**src/rtl/shift_add_mult8_pkg.sv**
```systemverilog
// Shared definitions for the shift-and-add multiplier: FSM state encoding
// and the fixed operand/iteration sizes dictated by the 8-bit adder.
package shift_add_mult8_pkg;

    localparam int MULT_WIDTH = 8;
    localparam int MULT_ITER  = 8;

    typedef enum logic [1:0] {
        S_IDLE = 2'd0,
        S_RUN  = 2'd1,
        S_DONE = 2'd2
    } mult_state_t;

    // Partial product for one iteration: the multiplicand when the current
    // multiplier bit is set, otherwise zero.
    function automatic logic [MULT_WIDTH-1:0] pp_select(
        input logic                  q_lsb,
        input logic [MULT_WIDTH-1:0] mcand
    );
        return q_lsb ? mcand : '0;
    endfunction

endpackage

```
**src/rtl/shift_add_mult8_if.sv**
```systemverilog
// Operand/product handshake bundle between a requester (master) and the
// multiplier (slave).
interface shift_add_mult8_if;
    import shift_add_mult8_pkg::*;

    logic                      in_valid;
    logic                      in_ready;
    logic [MULT_WIDTH-1:0]     a;
    logic [MULT_WIDTH-1:0]     b;
    logic                      out_valid;
    logic                      out_ready;
    logic [2*MULT_WIDTH-1:0]   product;

    modport master (
        output in_valid, a, b, out_ready,
        input  in_ready, out_valid, product
    );

    modport slave (
        input  in_valid, a, b, out_ready,
        output in_ready, out_valid, product
    );

endinterface

```
**src/rtl/fastadder8bit.sv**
```systemverilog
// 8-bit carry-lookahead adder built from two 4-bit lookahead groups; the
// group carry ripples between the two halves.
module fastadder8bit (
    input  logic [7:0] x,
    input  logic [7:0] y,
    input  logic       c,
    output logic [7:0] s,
    output logic       cout
);

    function automatic logic [4:0] cla4(
        input logic [3:0] g,
        input logic [3:0] p,
        input logic       ci
    );
        logic [4:0] cc;
        cc[0] = ci;
        cc[1] = g[0] | (p[0] & ci);
        cc[2] = g[1] | (p[1] & g[0]) | (p[1] & p[0] & ci);
        cc[3] = g[2] | (p[2] & g[1]) | (p[2] & p[1] & g[0])
              | (p[2] & p[1] & p[0] & ci);
        cc[4] = g[3] | (p[3] & g[2]) | (p[3] & p[2] & g[1])
              | (p[3] & p[2] & p[1] & g[0]) | (p[3] & p[2] & p[1] & p[0] & ci);
        return cc;
    endfunction

    logic [7:0] w_g;
    logic [7:0] w_p;
    logic [4:0] w_c_lo;
    logic [4:0] w_c_hi;

    assign w_g    = x & y;
    assign w_p    = x ^ y;
    assign w_c_lo = cla4(w_g[3:0], w_p[3:0], c);
    assign w_c_hi = cla4(w_g[7:4], w_p[7:4], w_c_lo[4]);

    assign s    = w_p ^ {w_c_hi[3:0], w_c_lo[3:0]};
    assign cout = w_c_hi[4];

endmodule

```
**src/rtl/shift_add_mult8.sv**
```systemverilog
// Sequential 8x8 unsigned shift-and-add multiplier: one partial-product add
// per clock through fastadder8bit, valid/ready handshakes on both sides.
module shift_add_mult8
    import shift_add_mult8_pkg::*;
#(
    parameter int WIDTH = MULT_WIDTH,
    parameter int ITER  = MULT_ITER
) (
    input logic               clk,
    input logic               rst,
    shift_add_mult8_if.slave  s_bus
);

    localparam logic [2:0] LAST_CNT = 3'(ITER - 1);

    mult_state_t       r_state;
    mult_state_t       w_state_nxt;
    logic [WIDTH-1:0]  r_acc;
    logic [WIDTH-1:0]  r_q;
    logic [WIDTH-1:0]  r_mcand;
    logic [2:0]        r_cnt;

    logic [WIDTH-1:0]  w_addend;
    logic [WIDTH-1:0]  w_sum;
    logic              w_cout;
    logic              w_in_ready;
    logic              w_out_valid;

    assign w_addend = pp_select(r_q[0], r_mcand);

    fastadder8bit u_adder (
        .x    (r_acc),
        .y    (w_addend),
        .c    (1'b0),
        .s    (w_sum),
        .cout (w_cout)
    );

    always_ff @(posedge clk) begin
        if (rst) begin
            r_state <= S_IDLE;
        end else begin
            r_state <= w_state_nxt;
        end
    end

    always_comb begin
        w_state_nxt = r_state;
        w_in_ready  = 1'b0;
        w_out_valid = 1'b0;
        case (r_state)
            S_IDLE: begin
                w_in_ready = 1'b1;
                if (s_bus.in_valid) begin
                    w_state_nxt = S_RUN;
                end
            end
            S_RUN: begin
                if (r_cnt == LAST_CNT) begin
                    w_state_nxt = S_DONE;
                end
            end
            S_DONE: begin
                w_out_valid = 1'b1;
                if (s_bus.out_ready) begin
                    w_state_nxt = S_IDLE;
                end
            end
            default: begin
                w_state_nxt = S_IDLE;
            end
        endcase
    end

    // The adder carry-out lands in acc[7]: {cout,sum,q} shifts right by one.
    always_ff @(posedge clk) begin
        if (rst) begin
            r_acc   <= '0;
            r_q     <= '0;
            r_mcand <= '0;
            r_cnt   <= '0;
        end else begin
            case (r_state)
                S_IDLE: begin
                    if (s_bus.in_valid) begin
                        r_mcand <= s_bus.a;
                        r_q     <= s_bus.b;
                        r_acc   <= '0;
                        r_cnt   <= '0;
                    end
                end
                S_RUN: begin
                    {r_acc, r_q} <= {w_cout, w_sum, r_q[WIDTH-1:1]};
                    r_cnt        <= r_cnt + 3'd1;
                end
                default: begin
                end
            endcase
        end
    end

    assign s_bus.in_ready  = w_in_ready;
    assign s_bus.out_valid = w_out_valid;
    assign s_bus.product   = {r_acc, r_q};

endmodule

```
**src/flat_wrapper.sv**
```systemverilog
// flat-port wrapper written by rule: the top's interface ports become plain ports
module shift_add_mult8_flat import shift_add_mult8_pkg::*;
#(
    parameter int WIDTH = MULT_WIDTH,
    parameter int ITER  = MULT_ITER
)
  (clk, rst, s_bus_in_valid, s_bus_a, s_bus_b, s_bus_out_ready, s_bus_in_ready, s_bus_out_valid, s_bus_product);
  shift_add_mult8_if s_bus_i ();
  input logic clk;
  input logic rst;
  input wire logic [$bits(s_bus_i.in_valid)-1:0] s_bus_in_valid;
  input wire logic [$bits(s_bus_i.a)-1:0] s_bus_a;
  input wire logic [$bits(s_bus_i.b)-1:0] s_bus_b;
  input wire logic [$bits(s_bus_i.out_ready)-1:0] s_bus_out_ready;
  output wire logic [$bits(s_bus_i.in_ready)-1:0] s_bus_in_ready;
  output wire logic [$bits(s_bus_i.out_valid)-1:0] s_bus_out_valid;
  output wire logic [$bits(s_bus_i.product)-1:0] s_bus_product;
  assign s_bus_i.in_valid = s_bus_in_valid;
  assign s_bus_i.a = s_bus_a;
  assign s_bus_i.b = s_bus_b;
  assign s_bus_i.out_ready = s_bus_out_ready;
  assign s_bus_in_ready = s_bus_i.in_ready;
  assign s_bus_out_valid = s_bus_i.out_valid;
  assign s_bus_product = s_bus_i.product;
  shift_add_mult8 #(.WIDTH(WIDTH), .ITER(ITER)) u_core (.clk(clk), .rst(rst), .s_bus(s_bus_i));
endmodule
```
**config.mk**
```make
export PLATFORM = sky130hd
export DESIGN_NAME = shift_add_mult8_flat
export DESIGN_NICKNAME = d
export VERILOG_FILES = /design/src/rtl/shift_add_mult8_pkg.sv /design/src/rtl/shift_add_mult8_if.sv /design/src/rtl/fastadder8bit.sv /design/src/rtl/shift_add_mult8.sv /design/src/flat_wrapper.sv
export SDC_FILE = /design/constraint.sdc
export NUM_CORES = 1
export LEC_CHECK = 0
export BUFFER_PORTS_ARGS = -buffer_cell sky130_fd_sc_hd__buf_2
export CAP_MARGIN = 25
export CORE_UTILIZATION = 24
export DETAILED_ROUTE_END_ITERATION = 7
export PLACE_DENSITY = 0.55
export SKIP_CTS_REPAIR_TIMING = 1
export SLEW_MARGIN = 25
export SYNTH_ARGS = -nofsm -noshare
export SYNTH_HDL_FRONTEND = slang
export SYNTH_SLANG_ARGS = --single-unit
```
**constraint.sdc**
```tcl
create_clock -name clk -period 2.02 [get_ports clk]
set_input_delay 0.202 -clock clk [delete_from_list [all_inputs] [get_ports clk]]
set_output_delay 0.202 -clock clk [all_outputs]
set_load 0.01 [all_outputs]
```
==> metrics.cfg <==
[route]
firstDrtPassIters = 4
final_antenna_net_count = 0
drt_iter0_drc = 87
via_per_inst = 4.65
drc = 0
vias = 1381
avgRoutedWirePerCell_um = 12.6
wl_um = 3740

[critical_path]
path_buf_inv = 0
worstPathArrival_ns = 2.15
critPathMaxStageDelay_ns = 0.52
crit_type = reg2reg
cp-end-kind = flop
cp-start-kind = flop
worstPathMaxFanout = 5
cp_top_family = adder cells
path_cells = and2_1 > ha_4 > a41o_1 > o21bai_2 > fa_2 > nand2_1 > a21oi_1
required_ns = 2.23
cp_slowest_cell = fa_2

[global_routing]
grt_pass1_wl_um = 6060
gr-total-overflow = 0
grt_max_degree = 31
grt_pass1_vias = 1314
antenna_found_initial = 0
grt.total_usage_pct = 12.2

[floorplan]
ioPinCount = 38
initial_utilization_pct = 25.1
die_y_um = 80.9
die_w_um = 80.9
dieArea_um2 = 6540
rows = 28
fp.coreArea_um2 = 5960

[clock_network]
clk_latency_ns = 0.28
tritoncts = done
clock_sinks = 29
root_buffer = clkbuf_8
cts.clk_slew.worst_paths_ns = 0.06
clk_path_buf_depth = 2
cts_buffers = 5
htree_levels = 2

[synthesis]
syn_nets = 210
yosys.area.top_type_share_pct = 38.9
avgSynthCellArea_um2 = 8.39
synth_cell_types = 38
syn_area_um2 = 1490
yosysWarnings = 0
yosys.area.top_type = dfxtp_1
synth-seq-cells = 29
yosysSeqAreaShare_pct = 38.9
syn_inst = 178
synth.area.top_cells = dfxtp_1 (39%), nand2_1 (9.3%), ha_1 (8.4%), a21oi_1 (6.0%), a311oi_1 (5.3%)

[finish]
antenna_cells = 0
final_cell_mix = buf_2 (37), nand2_1 (36), dfxtp_1 (28), a21oi_1 (18), nor2_1 (16)
layout_commonest_cell = buf_2
post-route-util_pct = 32.4
n_fill_cell = 668
nNetsFinal = 254
areaGrowthSynthToFinish_pct = 29.1
drive_gt1_share_pct = 28.4

[min_path]
hp-class = in2reg

[power_and_ir_drop]
powerDensity_nw_per_um2 = 672
power.leakage_nw = 0.864
worst_ir_drop_vdd_uv = 253
p_total_w = 0.00130

[sta]
fmax_mhz = 516
period_needed_ns = 1.94
slew_viol_final = 0
whs_ns = 0.152
rsz0062_at_grt = false
tightest_slew_ns = 0.523
slew_headroom_pct = 65.1
skew_ns = 0.00529
post-route-period-util_pct = 96.0
setup-violations-final = 0
hold_viol = 0
final.setup.worst_slack_ns = 0.0805

[placement]
dp_slack_ns = -0.0178
dp_hpwl_um = 2690
globalplace.congestion = 0.793
io_buffers = 37

[job]
maxCapViolCount = 0

[status]
outcome = finished clean

==> worst paths after layout <==
kind | slack, ns | to | startpoint | cells after the start
setup / recovery | 0.08 | u_core.r_acc[3]$_SDFFE_PP0P_ | u_core.r_q[0]$_SDFFE_PP0P_ | 7
hold / removal | 0.15 | u_core.r_mcand[6]$_SDFFE_PP0P_ | s_bus_a[6] | 3
setup reg to reg | 0.08 | u_core.r_acc[3]$_SDFFE_PP0P_ | u_core.r_q[0]$_SDFFE_PP0P_ | 7
hold reg to reg | 0.45 | u_core.r_mcand[0]$_SDFFE_PP0P_ | u_core.r_mcand[0]$_SDFFE_PP0P_ | 2
==> worst min-delay path: stages <==
cell and delay, ns:
buf_2 0.09, nand2_1 0.04, a21oi_1 0.05
==> registers in the layout, summed over array words and instances (netlist names) <==
register	cells
u_core.r_acc	8
u_core.r_cnt	3
u_core.r_mcand	8
u_core.r_q	8
u_core.r_state	2
==> kinds of logic (layout without fill, tap and decap cells) <==
family                   Yosys count  in the layout  synth area share (%)
XOR/XNOR                           3              3                  1.76
adder cells (fa/ha/maj)           12             12                  11.1
buffers and inverters             15             59                  4.94
AND/OR/NAND/NOR                   78             78                  25.0
AO/OA/AOI/OAI                     41             41                  18.4
flip-flops                        29             29                  38.9
==> layout make-up <==
class | count | area (um^2) | share of cell area, %
Multi-Input combinational cell | 134 | 886 | 45.9
Tap cell | 75 | 93.8 | 4.86
Clock buffer | 7 | 86.3 | 4.47
Sequential cell | 29 | 584 | 30.3
Inverter | 5 | 18.8 | 0.973
Timing Repair Buffer | 47 | 260 | 13.5
==> power breakdown <==
part	total [W]	switching, W	internal [W]
clock	0.000482	0.000212	0.000270
sequential	0.000626	0.0000230	0.000603
combinational	0.000188	0.000110	0.0000778
==> metrics by stage <==
stage | std cells | TNS [ns] | area [um^2]
after global placement | 289 | 0 | 1790
after detailed placement | 289 | -0.0178 | 1790
after CTS | 296 | -0.0344 | 1870
after floorplan | 178 | 0 | 1500
final | 297 | 0 | 1930
after global routing | 297 | 0 | 1930
==> cells in the mapped netlist <==
cell type / count
and2_1: 7
buf_2: 5
nand4b_1: 2
nor4_1: 1
clkbuf_1: 3
xor2_1: 1
a41o_1: 1
a22oi_1: 1
nor2_1: 16
a21oi_1: 18
a311oi_1: 9
nand2_2: 1
a21o_1: 2
o31a_1: 1
fa_1: 2
a211oi_1: 1
nor2b_1: 2
inv_1: 5
nand2b_1: 3
nand2_1: 37
xnor2_1: 2
o31ai_1: 1
nand3b_1: 1
and4_4: 1
o2bb2ai_1: 1
ha_1: 10
nor3_1: 1
o21bai_1: 1
o41ai_1: 1
dfxtp_1: 29
nor3b_4: 1
o21ai_0: 2
a31oi_1: 1
buf_6: 1
nand4_1: 1
nand3_1: 4
a221oi_1: 1
buf_4: 1
==> metal layers <==
layer | part of all wire, % | wire length [um] | vias to the layer above | track usage, %
met1 | 47 | 1760 | 647 | 14.2
met2 | 47 | 1750 | 23 | 20.8
met4 | 1.4 | 51 | 0 | 5.36
li1 | - | - | 706 | -
met5 | 0 | 0 | - | 0
met3 | 4.7 | 174 | 5 | 3.37
Power figures use the tool's default switching activity.
